**src/rtl/hamming_top.sv**
```systemverilog
// Hamming(16,11) SECDED encoder engine: reads 11-bit messages from an embedded
// byte memory, appends four Hamming parity bits plus overall parity, writes 16-bit codewords back.

module hamming_dmem #(
  parameter int ADDR_W = 8
) (
  input  logic              clk_i,
  input  logic              we_i,
  input  logic [ADDR_W-1:0] addr_i,
  input  logic [7:0]        wdata_i,
  output logic [7:0]        rdata_o
);
  logic [7:0] Core [0:(1<<ADDR_W)-1];

  // Plain always so the array can also be preloaded and inspected hierarchically.
  always @(posedge clk_i) begin
    if (we_i) Core[addr_i] <= wdata_i;
  end

  assign rdata_o = Core[addr_i];
endmodule

module hamming_top #(
  parameter int NUM_MSGS = 15,
  parameter int IN_BASE  = 0,
  parameter int OUT_BASE = 30,
  parameter int ADDR_W   = 8
) (
  input  logic clk,
  input  logic reset,
  input  logic Init,
  output logic done
);
  localparam int IDX_W = (NUM_MSGS > 1) ? $clog2(NUM_MSGS) : 1;
  localparam logic [ADDR_W-1:0] IN_A  = ADDR_W'(IN_BASE);
  localparam logic [ADDR_W-1:0] OUT_A = ADDR_W'(OUT_BASE);

  typedef enum logic [2:0] {
    IDLE  = 3'd0,
    RD_LO = 3'd1,
    RD_HI = 3'd2,
    WR_LO = 3'd3,
    WR_HI = 3'd4,
    FIN   = 3'd5
  } state_t;

  state_t            state_q, state_d;
  logic [IDX_W-1:0]  idx_q, idx_d;
  logic [7:0]        lo_q, lo_d;
  logic [2:0]        hi_q, hi_d;
  logic              done_q, done_d;

  logic              mem_we;
  logic [ADDR_W-1:0] mem_addr;
  logic [ADDR_W-1:0] msg_off;
  logic [7:0]        mem_wdata;
  logic [7:0]        mem_rdata;
  logic [15:0]       code;
  logic              last_msg;
  logic              unused_hi_bits;

  // Codeword layout {d11..d5,p8, d4..d2,p4, d1,p2,p1,p0}; p0 makes the word even parity.
  function automatic logic [15:0] hamming_encode(input logic [11:1] d);
    logic p8, p4, p2, p1, p0;
    p8 = ^d[11:5];
    p4 = (^d[11:8]) ^ (^d[4:2]);
    p2 = d[11] ^ d[10] ^ d[7] ^ d[6] ^ d[4] ^ d[3] ^ d[1];
    p1 = d[11] ^ d[9] ^ d[7] ^ d[5] ^ d[4] ^ d[2] ^ d[1];
    p0 = (^d) ^ p8 ^ p4 ^ p2 ^ p1;
    return {d[11:5], p8, d[4:2], p4, d[1], p2, p1, p0};
  endfunction

  hamming_dmem #(.ADDR_W(ADDR_W)) data_mem (
    .clk_i   (clk),
    .we_i    (mem_we),
    .addr_i  (mem_addr),
    .wdata_i (mem_wdata),
    .rdata_o (mem_rdata)
  );

  assign msg_off        = ADDR_W'({idx_q, 1'b0});
  assign last_msg       = (idx_q == IDX_W'(NUM_MSGS - 1));
  assign code           = hamming_encode({hi_q, lo_q});
  assign unused_hi_bits = ^mem_rdata[7:3];
  assign done           = done_q;

  always_ff @(posedge clk or negedge reset) begin
    if (!reset) state_q <= IDLE;
    else        state_q <= state_d;
  end

  always_ff @(posedge clk or negedge reset) begin
    if (!reset) begin
      idx_q  <= '0;
      lo_q   <= '0;
      hi_q   <= '0;
      done_q <= 1'b0;
    end else begin
      idx_q  <= idx_d;
      lo_q   <= lo_d;
      hi_q   <= hi_d;
      done_q <= done_d;
    end
  end

  always_comb begin
    state_d = state_q;
    case (state_q)
      IDLE:    if (Init) state_d = RD_LO;
      RD_LO:   state_d = RD_HI;
      RD_HI:   state_d = WR_LO;
      WR_LO:   state_d = WR_HI;
      WR_HI:   state_d = last_msg ? FIN : RD_LO;
      FIN:     state_d = IDLE;
      default: state_d = IDLE;
    endcase
  end

  always_comb begin
    mem_we    = 1'b0;
    mem_addr  = IN_A + msg_off;
    mem_wdata = 8'h00;
    idx_d     = idx_q;
    lo_d      = lo_q;
    hi_d      = hi_q;
    done_d    = done_q;
    case (state_q)
      IDLE:  if (Init) done_d = 1'b0;
      RD_LO: lo_d = mem_rdata;
      RD_HI: begin
        mem_addr = IN_A + msg_off + 8'd1;
        hi_d     = mem_rdata[2:0];
      end
      WR_LO: begin
        mem_we    = 1'b1;
        mem_addr  = OUT_A + msg_off;
        mem_wdata = code[7:0];
      end
      WR_HI: begin
        mem_we    = 1'b1;
        mem_addr  = OUT_A + msg_off + 8'd1;
        mem_wdata = code[15:8];
        if (!last_msg) idx_d = idx_q + 1'b1;
      end
      FIN: begin
        done_d = 1'b1;
        idx_d  = '0;
      end
      default: ;
    endcase
  end
endmodule

```
**config.mk**
```make
export PLATFORM = sky130hd
export DESIGN_NAME = hamming_top
export DESIGN_NICKNAME = d
export VERILOG_FILES = /design/src/rtl/hamming_top.sv
export SDC_FILE = /design/constraint.sdc
export NUM_CORES = 1
export LEC_CHECK = 0
export BUFFER_PORTS_ARGS = -buffer_cell sky130_fd_sc_hd__buf_2
export CAP_MARGIN = 20
export CORE_AREA = 10 10 47 49
export DETAILED_ROUTE_END_ITERATION = 6
export DIE_AREA = 0 0 57 59
export PLACE_DENSITY = 0.44
export SLEW_MARGIN = 30
export SYNTH_ARGS = -nofsm -noshare
export SYNTH_HDL_FRONTEND = slang
export SYNTH_HIERARCHICAL = 1
export SYNTH_SLANG_ARGS = --single-unit
```
**constraint.sdc**
```tcl
create_clock -name clk -period 1.8 [get_ports clk]
set_input_delay 0 -clock clk [delete_from_list [all_inputs] [get_ports clk]]
set_output_delay 0 -clock clk [all_outputs]
set_load 0.01 [all_outputs]
```
### Yosys cells after proc, flatten, opt, wreduce, memory -nomap -nowiden

Cells that the tools add are included.
W data, S select, Z words.

* input bits: 3
* output and inout port bits: 1
* word-level logic and storage cells: 24
* bits in registers: 8

* equal/unequal tests: 8
* reduce and logical (&&, ||, !) cells: 5
* multiplexer cells: 7
* $add $sub $neg: 1

Operators by type and width (number)
* $pmux W3 S5: 1
* $pmux W4 S2: 1
* $eq A3 B2 Y1 const B: 2
* $eq A3 B3 Y1 const B: 2
* $mux W3: 2
* $add A4 B1 Y4 const B: 1
* $eq A4 B4 Y1 const B: 1
* $mux W4: 1
* $ne A2 B2 Y1 const B: 2
* $reduce_and A2 Y1: 2
* $reduce_bool A2 Y1: 2
* $eq A3 B1 Y1 const B: 1
* $logic_not A3 Y1: 1
* $pmux W1 S2: 1
* $mux W1: 1

### Logic depth before layout (Yosys ltp)

Gate-level depths: netlist (run 1).

* depth in word-level cells: 3
* depth in mapped cells: 5
* gate-level depth less buffers: 5

### Worst setup path before layout (run 1)

OpenSTA, ideal clock, no wires.

* path kind: register -> register
* start: reg state_q[1]
* end: reg idx_q[0]
* library setup time: 126 ps
* setup slack: 741 ps
* clock period less this slack: 1059 ps
* stages on the path, launching flop included: 5
* buffers on the path: 1
* arrival time: 934 ps
* data required time: 1674 ps
* cells stage by stage: dfrtp_1 > buf_4 > nor3b_4 > nand2_1 > mux2i_1

* word-level cells in the longest chain between the ends: 3
* elaborated cells between the ends (all ways): 6
* classes of those cells: eq/ne (3); mux (1); reduce/logical (2)

RTL lines
* start: declaration: line 47 `state_t state_q, state_d;`
* start signal: assignment: line 89 `else state_q <= state_d;`
* $eq A3 B3 Y1, on equally long branches
* $ne A2 B2 Y1 (no line) / $reduce_bool A2 Y1 (equally long branches)
* $reduce_and A2 Y1 (no line)
* end signal: assignment: line 99 `idx_q <= idx_d;`
* end: declaration: line 48 `logic [IDX_W-1:0] idx_q, idx_d;`

Several ways; a longest one is shown, not always the timed one.
A chain may end at the register's enable or synchronous reset.

### Worst setup path after layout (run 1)

* start: reg idx_q[0]
* end: reg idx_q[0]

* word-level cells in the longest chain between the ends: 3
* elaborated cells between the ends (all ways): 6
* classes of those cells: add/sub (1); eq/ne (2); mux (2); reduce/logical (1)

RTL lines (line)
* $add A4 B1 Y4 / $eq A4 B4 Y1 (equally long branches): 143, 82
* $mux W4 / $ne A2 B2 Y1 (equally long branches)
* $pmux W4 S2 / $reduce_and A2 Y1 (equally long branches)

Several ways; a longest one is shown, not always the timed one. The select of a mux whose other input is x is not followed.

==> impl_metrics.tcl, run 1 <==
set metrics [dict create \
    ctsResizeCount 0 \
    drt-total-wl_um 709 \
    pin_count 4 \
    required_ps 1980 \
    seq_area_sq_um 200 \
    nNetsFinal 51 \
    arrival_ps 1360 \
    cpPeakStageDelay_ps 420 \
    drt_iter0_markers 0 \
    max-cap-violations 0 \
    max_freq_mhz 849 \
    fin_crit_sh_pct 65.5 \
    chipWidth_um 57 \
    ys_ff_latch 8 \
    cts_tree "done" \
    drv_slew 0 \
    synthesis.area_sq_um 409 \
    seq_area_frac_synth_pct 48.9 \
    ir_worst_vdd_mv 0.516 \
    cts.sinks 8 \
    fin_setup_tns_ps 0 \
    setup_ws_ps 622 \
    synth_top_area_share_pct 48.9 \
    cts-htree-levels 1 \
    p_leak_nw 0.245 \
    syn_inst 38 \
    status "finished clean" \
    clockBufferDepth 2 \
    portBuffers 3 \
    cp-start-kind "register" \
    fin_skew_ps 2.90 \
    cp_max_fo 5 \
    synth_nets 43 \
    synth_flop_cell "dfrtp_1" \
    area_delta_synth_final_pct 14.7 \
    detail_route.first_pass.iterations 1 \
    antenna_left 0 \
    start_util_pct 29.2 \
    setup_viol 0 \
    drive_gt1_share_pct 15.9 \
    dpl_cell_area_sq_um 437 \
    root_buffer "clkbuf_4" \
    vias 285 \
    clock_latency_ps 260 \
    path_class "reg -> reg" \
    cpMaxStageDelayCell "dfrtp_1" \
    cp_cell_sequence "inv_1, ha_1, nand3_1, nand2_1, mux2i_1" \
    grt_max_degree 9 \
    synthTopCellsByArea "dfrtp_1, mux2i_1, ha_1, nand2_1, nor3b_4" \
    place_ws_ps 624 \
    gp_congestion 0.666 \
    hpwl_um 549 \
    path_clk_slew_ps 60 \
    period_needed_ps 1180 \
    n_fill_cell 150 \
    grt_pass1_vias 330 \
    hold_path_class "in -> reg" \
    wl_per_cell_um 11.8 \
    via_per_inst 4.75 \
    yosysUniqueCellTypes 19 \
    yosysMostFrequentCell "dfrtp_1" \
    die-area_sq_um 3360 \
    ys_warn_count 6 \
    power_density_nw_per_um2 1470 \
    cts_buffers 3 \
    rsz0062_at_grt "no" \
    design_area_sq_um 469 \
    async_reset_ff_share_pct 100 \
    ys_top_cells_by_count "dfrtp_1, nand2_1, mux2i_1" \
    synth_edf_count 0 \
    grt.total_usage_pct 5.39 \
    relSlewSlack_pct 80.5 \
    rows 14 \
    core_sq_um 1400 \
    avgSynthCellArea_sq_um 10.8 \
    multi_input_area_sq_um 198 \
    grt_pass1_wl_mm 1.40 \
    finalHoldViolCount 0 \
    end_kind "register" \
    dieHeight_um 59 \
    tightest_slew_ps 292 \
    drc 0 \
    yosysTopAreaCell "dfrtp_1" \
    antenna_found_initial 0 \
    n_antenna_cell 0 \
    gr-total-overflow 0 \
]
-- per-layer routing --
layer  GRT usage [%]  vias to the layer above  share of wire (%)
li1                -                      145                  -
met1            4.95                      128                 41
met2            8.06                        9                 44
met3            3.86                        3                 11
met4            4.36                        0                3.5
met5               0                        -                  0
-- metrics by stage --
stage / cells / hold slack (ps) / util, % / power [mW]
after floorplan: 38 / -296 / - / 0.510
after global placement: 56 / -149 / 31.2 / 0.536
after detailed placement: 56 / -141 / 31.2 / 0.558
after CTS: 60 / 97.2 / 33.5 / 0.703
after global routing: 60 / 99.2 / 33.5 / 0.764
final: 60 / 93.3 / 33.5 / 0.692
-- path summary, 6_finish.rpt --
| check | to | cells past startpoint | from | slack [ps] |
|---|---|---|---|---|
| worst max-delay path | idx_q[0] | 5 | idx_q[0] | 620 |
| worst min-delay path | done | 3 | Init | 90 |
| worst max register to register | idx_q[0] | 5 | idx_q[0] | 620 |
| worst min register to register | idx_q[3] | 1 | idx_q[3] | 480 |
| min in group asynchronous | idx_q[3] | 2 | reset | 120 |
| max in group asynchronous | state_q[1] | 2 | reset | 1510 |
-- flip-flops by register name, summed over array words and instances, names as in the netlist --
signal	cells
idx_q	4
state_q	3
done	1
-- cell families (layout without fill, tap and decap cells) --
| family | after synthesis | after routing | synth area share (%) |
|---|---|---|---|
| and+or+nand+nor | 17 | 17 | 23.2 |
| DFF | 8 | 8 | 48.9 |
| AOI/OAI and AO/OA | 4 | 4 | 7.03 |
| muxes | 4 | 4 | 9.79 |
| adders and majority gates | 2 | 2 | 6.12 |
| buffers and inverters | 2 | 8 | 2.75 |
| xor gates and xnor gates | 1 | 1 | 2.14 |
-- critical path, delay by kind of cell, from the launching register on --
family                     cells  cell delay [ps]
muxes                          1              190
adders and majority gates      1              140
and+or+nand+nor                2              270
buffers and inverters          1               80
DFF                            1              420
-- layout by cell type, fill, tap and decap left out, types with 2 or more instances in the layout --
master / instances
dfrtp_1: 8
nand2_1: 6
mux2i_1: 4
nand3_1: 3
clkbuf_4: 3
buf_2: 3
nor2_1: 2
ha_1: 2
-- area by class of cell --
| type | count | area share [%] |
|---|---|---|
| clock buffer | 3 | 4.80 |
| multi-input combinational | 28 | 42.1 |
| inverter | 1 | 0.800 |
| tap | 16 | 4.27 |
| timing repair buffer | 4 | 5.33 |
| sequential | 8 | 42.7 |
-- power by group --
group	total (mW)	internal [mW]	switching (mW)
clock	0.140	0.0765	0.0634
combinational	0.193	0.109	0.0843
sequential	0.359	0.251	0.108
-- timing repair --
action                                 4_1_cts  5_1_grt
hold buffers                                 1        0
endpoints found under the hold margin        8        0
buffers inserted                             0        0
No activity file was read; power rests on OpenSTA's default activity.
==> run 2: changes to the inputs <==
- ABC_AREA: unset -> 1
- PLACE_DENSITY: 0.44 -> 0.46
- clock period: 1.8 -> 1 ns (I/O delays scaled with it)
==> impl_metrics.tcl, run 2 <==
set metrics [dict create \
    finalHoldViolCount 0 \
    n_antenna_cell 0 \
    n_fill_cell 154 \
    syn_inst 50 \
    met1_usage_pct 6.64 \
    fin_skew_ps 1.58 \
    design_area_sq_um 613 \
    grt.total_usage_pct 6.26 \
    nNetsFinal 75 \
    ys_ff_latch 8 \
    synth_edf_count 0 \
    cts_tree "done" \
    path_class "reg -> reg" \
    pin_count 4 \
    antenna_found_initial 0 \
    die-area_sq_um 3360 \
    place_ws_ps -122 \
    wl_per_cell_um 11.5 \
    via_per_inst 4.52 \
    cts-htree-levels 1 \
    path_clk_slew_ps 50 \
    use_met3_pct 4.08 \
    chipWidth_um 57 \
    status "complete, but fails checks" \
    synth_flop_cell "dfrtp_1" \
    antenna_left 0 \
    synth_top_area_share_pct 47.8 \
    busiest_layer "met2" \
    cts_buffers 3 \
    violations "setup timing" \
    drt_iter0_markers 5 \
    async_reset_ff_share_pct 100 \
    fin_crit_sh_pct 110 \
    required_ps 1140 \
    period_needed_ps 1100 \
    synth_top_family_by_area "simple AND/OR/NAND/NOR gates" \
    start_util_pct 29.9 \
    synth_fa_ha_area_share_pct 5.97 \
    ys_top_cells_by_count "nand2_1, nand3_1, dfrtp_1" \
    portBuffers 3 \
    core_sq_um 1400 \
    area_delta_synth_final_pct 46.3 \
    ir_worst_vdd_mv 1.26 \
    arrival_ps 1240 \
    p_leak_nw 0.307 \
    rows 14 \
    gr-total-overflow 0 \
    drive_gt1_share_pct 41.2 \
    ys_warn_count 6 \
    relSlewSlack_pct 80.9 \
    drc 0 \
    cp_max_fo 2 \
    hold_path_class "in -> async" \
    tightest_slew_ps 286 \
    yosysMostFrequentCell "nand2_1" \
    max_freq_mhz 910 \
    final_common_cell "nand2_1" \
    synth_nets 55 \
    synth-compound-area-share_pct 5.07 \
    grt_max_degree 9 \
    gp_congestion 0.742 \
    dieHeight_um 59 \
    avgSynthCellArea_sq_um 8.38 \
    drt-total-wl_um 966 \
    met2_usage_pct 9.92 \
    grt_pass1_vias 367 \
    end_kind "register" \
    hold_slack_ps 127 \
    grt_pass1_wl_mm 1.61 \
    largest_reg_flops 4 \
    synth-simple-area-share_pct 33.7 \
    vias 380 \
    largest_register "idx_q" \
    rsz0062_at_grt "yes" \
    yosysTopAreaCell "dfrtp_1" \
    hpwl_um 683 \
    p_total_mw 1.62 \
    synthTopCellsByArea "dfrtp_1, nand2_1, nand3_1, ha_1, inv_1" \
    drv_slew 0 \
    clock_latency_ps 250 \
    synthMuxAreaShare_pct 0 \
    fin_setup_tns_ps -466 \
    dpl_cell_area_sq_um 519 \
    clockBufferDepth 2 \
    setup_viol 6 \
    power_density_nw_per_um2 2650 \
    cp-start-kind "register" \
    layout_common_cells "nand2_1, buf_4, nand3_1, dfrtp_1" \
    synthesis.area_sq_um 419 \
    root_buffer "clkbuf_4" \
    synthXorXnorAreaFrac_pct 2.09 \
    detail_route.first_pass.iterations 4 \
    seq_area_frac_synth_pct 47.8 \
    max-cap-violations 0 \
    cts.sinks 8 \
    setup_ws_ps -98.9 \
    yosysUniqueCellTypes 15 \
]
==> run 2: changes by cell type in the layout (fill, tap and decap cells not counted), moves of 2 or more <==
cell	before	now
buf_4	0	9
nand3_1	3	8
mux2i_1	4	0
o21ai_1	0	2
inv_1	1	4
ha_1	2	0
nand2_1	6	10
nor2_4	0	3
inv_2	0	2
nand2_2	0	4
==> run 2: cell type report <==
class | count | area [sq um] | area share, %
Inverter | 6 | 22.5 | 3.67
Timing Repair Buffer | 15 | 114 | 18.6
Tap cell | 16 | 20.0 | 3.27
Sequential cell | 8 | 200 | 32.7
Multi-Input combinational cell | 36 | 234 | 38.2
Clock buffer | 3 | 22.5 | 3.67
==> run 2: logic make-up (layout without fill, tap and decap cells) <==
family          count (synthesis)  count (layout)
fa+ha+maj                       2               2
flops                           8               8
xor+xnor                        1               1
simple gates                   29              29
buf+inv                         6              24
compound gates                  4               4
==> run 2: what timing repair did <==
action                                  in CTS  in global routing
endpoints found under the setup margin       6                  7
pin swaps                                    4                  3
setup buffers                                2                  0
cloned                                       0                  0
hold endpoints to repair                     9                  0
hold buffers                                 2                  0
gates resized for setup                      8                  5
==> run 2: per-layer routing <==
metal / up-vias / routed length (um)
li1: 201 / -
met1: 175 / 432
met2: 2 / 486
met3: 2 / 40
met4: 0 / 7
met5: - / 0
==> run 2: through the flow <==
stage | instances | util (%)
4_1_cts | 84 | 43.3
3_3_place_gp | 77 | 37.1
3_5_place_dp | 77 | 37.1
2_1_floorplan | 50 | -
5_1_grt | 84 | 43.8
6_report | 84 | 43.8
==> run 2: final timing paths <==
check | cells past startpoint | slack [ps] | startpoint | to
max | 5 | -100 | idx_q[0] | idx_q[2]
min | 2 | 130 | reset | state_q[0]
max reg2reg | 5 | -100 | idx_q[0] | idx_q[2]
min reg2reg | 2 | 480 | done | done
max in group asynchronous | 2 | 700 | reset | idx_q[2]
min in group clk | 2 | 480 | done | done
==> run 2: report_power, final <==
part           switching, mW  internal (mW)
Combinational          0.373          0.412
Clock                  0.104          0.137
Sequential             0.145          0.452
Total                  0.622           1.00
==> run 2: critical path, cell delays in order (launching register included) <==
cell	delay, ps
dfrtp_1	380
buf_4	140
ha_2	180
xor2_1	150
nand3_1	80
nand2_1	60
==> run 3: changes to the inputs <==
- ABC_AREA: 1 -> unset
==> impl_metrics.tcl, run 3 (synthesis gave the netlist of run 1 again) <==
set metrics [dict create \
    nNetsFinal 59 \
    fin_setup_tns_ps -346 \
    cpMaxStageDelayCell "dfrtp_1" \
    grt_max_degree 9 \
    area_delta_synth_final_pct 45.3 \
    critical_path_buf_inv_count 1 \
    clock_latency_ps 250 \
    n_antenna_cell 0 \
    largest_reg_flops 4 \
    hold_start "Init" \
    chipWidth_um 57 \
    grt_pass1_wl_mm 1.42 \
    power_density_nw_per_um2 2860 \
    period_needed_ps 1090 \
    rows 14 \
    ir_worst_vdd_mv 1.46 \
    drt_iter0_markers 5 \
    grt_pass1_vias 349 \
    start_util_pct 29.2 \
    drc 0 \
    violations "setup timing" \
    gr-total-overflow 0 \
    wl_per_cell_um 12.2 \
    relSlewSlack_pct 84.3 \
    cp_max_fo 4 \
    setup_viol 5 \
    cts-htree-levels 1 \
    rsz0062_at_grt "yes" \
    reg2reg_to "idx_q[2]" \
    cts_tree "done" \
    hpwl_um 600 \
    layout_common_cells "dfrtp_1, nand2_1, buf_4" \
    vias 336 \
    die-area_sq_um 3360 \
    crit_family "flip-flops" \
    drv_slew 0 \
    path_class "reg -> reg" \
    grt.total_usage_pct 5.47 \
    hold_slack_ps 75.2 \
    drt-total-wl_um 832 \
    worst_hold_path.num_cells 3 \
    gp_congestion 0.727 \
    path_clk_slew_ps 60 \
    reg2reg_from "idx_q[0]" \
    r2r_slack_ps -90 \
    arrival_ps 1260 \
    antenna_found_initial 0 \
    cts.sinks 8 \
    startpoint "idx_q[0]" \
    final_common_cell "dfrtp_1" \
    largest_register "idx_q" \
    antenna_left 0 \
    fin_skew_ps 3.58 \
    cp-start-kind "register" \
    finish.utilization_pct 42.4 \
    core_sq_um 1400 \
    max-cap-violations 0 \
    via_per_inst 4.94 \
    p_leak_nw 0.298 \
    hold_path_class "in -> reg" \
    cp_cell_sequence "inv_1, ha_2, nand3_4, nand3_1, mux2i_1" \
    cpPeakStageDelay_ps 390 \
    end_kind "register" \
    portBuffers 3 \
    finalHoldViolCount 0 \
    root_buffer "clkbuf_4" \
    clockBufferDepth 2 \
    hold_end "state_q[0]" \
    required_ps 1180 \
    drive_gt1_share_pct 46.2 \
    tightest_slew_ps 235 \
    cts_buffers 3 \
    rr_worst_depth 5 \
    fin_crit_sh_pct 109 \
    setup_ws_ps -87.6 \
    pin_count 4 \
    status "complete, but fails checks" \
    max_freq_mhz 919 \
    detail_route.first_pass.iterations 4 \
    dieHeight_um 59 \
]
==> run 3: area by class of cell <==
| cell class | instances | area, sq um |
|---|---|---|
| repair buffers | 12 | 96.3 |
| inverters | 1 | 3.75 |
| fillers | 141 | 807 |
| flip-flops and latches | 8 | 200 |
| well taps | 16 | 20.0 |
| clock buffers | 3 | 22.5 |
| multi-input cells | 28 | 251 |
==> run 3: worst max-delay path by stage <==
stage | cells past startpoint | end
finish | 5 | idx_q[2]
global placement | 3 | idx_q[3]
detailed placement | 5 | idx_q[0]
floorplan | 4 | idx_q[3]
CTS | 5 | idx_q[2]
global route | 5 | idx_q[0]
==> run 3: report_power, final <==
group / internal [mW] / switching [mW]
sequential: 0.452 / 0.135
clock: 0.137 / 0.112
combinational: 0.498 / 0.364
total: 1.09 / 0.610
==> run 3: metal layers <==
layer / GRT usage, % / share of wire, %
met5: 0 / 0
met1: 5.29 / 42
met3: 2.79 / 4.4
met2: 8.37 / 53
met4: 5.03 / 0.72
==> run 3: worst min-delay path, cell delays in order <==
cell      delay, ps
buf_2           110
nor3_2          120
a211oi_2         60
==> run 3: metrics by stage <==
stage | setup slack [ps] | area, sq um | instances | power, mW
6_report | -87.6 | 594 | 68 | 1.70
5_1_grt | -181 | 594 | 68 | 1.83
4_1_cts | -85.1 | 537 | 67 | 1.49
3_5_place_dp | -87.0 | 489 | 62 | 1.18
3_3_place_gp | -36.2 | 489 | 62 | 1.13
2_1_floorplan | -57.6 | 420 | 38 | 0.944
==> run 3: timing repair <==
item                       in CTS  in global routing
hold endpoints to repair        8                  0
buffers inserted                1                  1
gates resized for setup         2                 12
setup endpoints to repair       6                  8
hold buffers                    1                  0
pin swaps                       1                  4
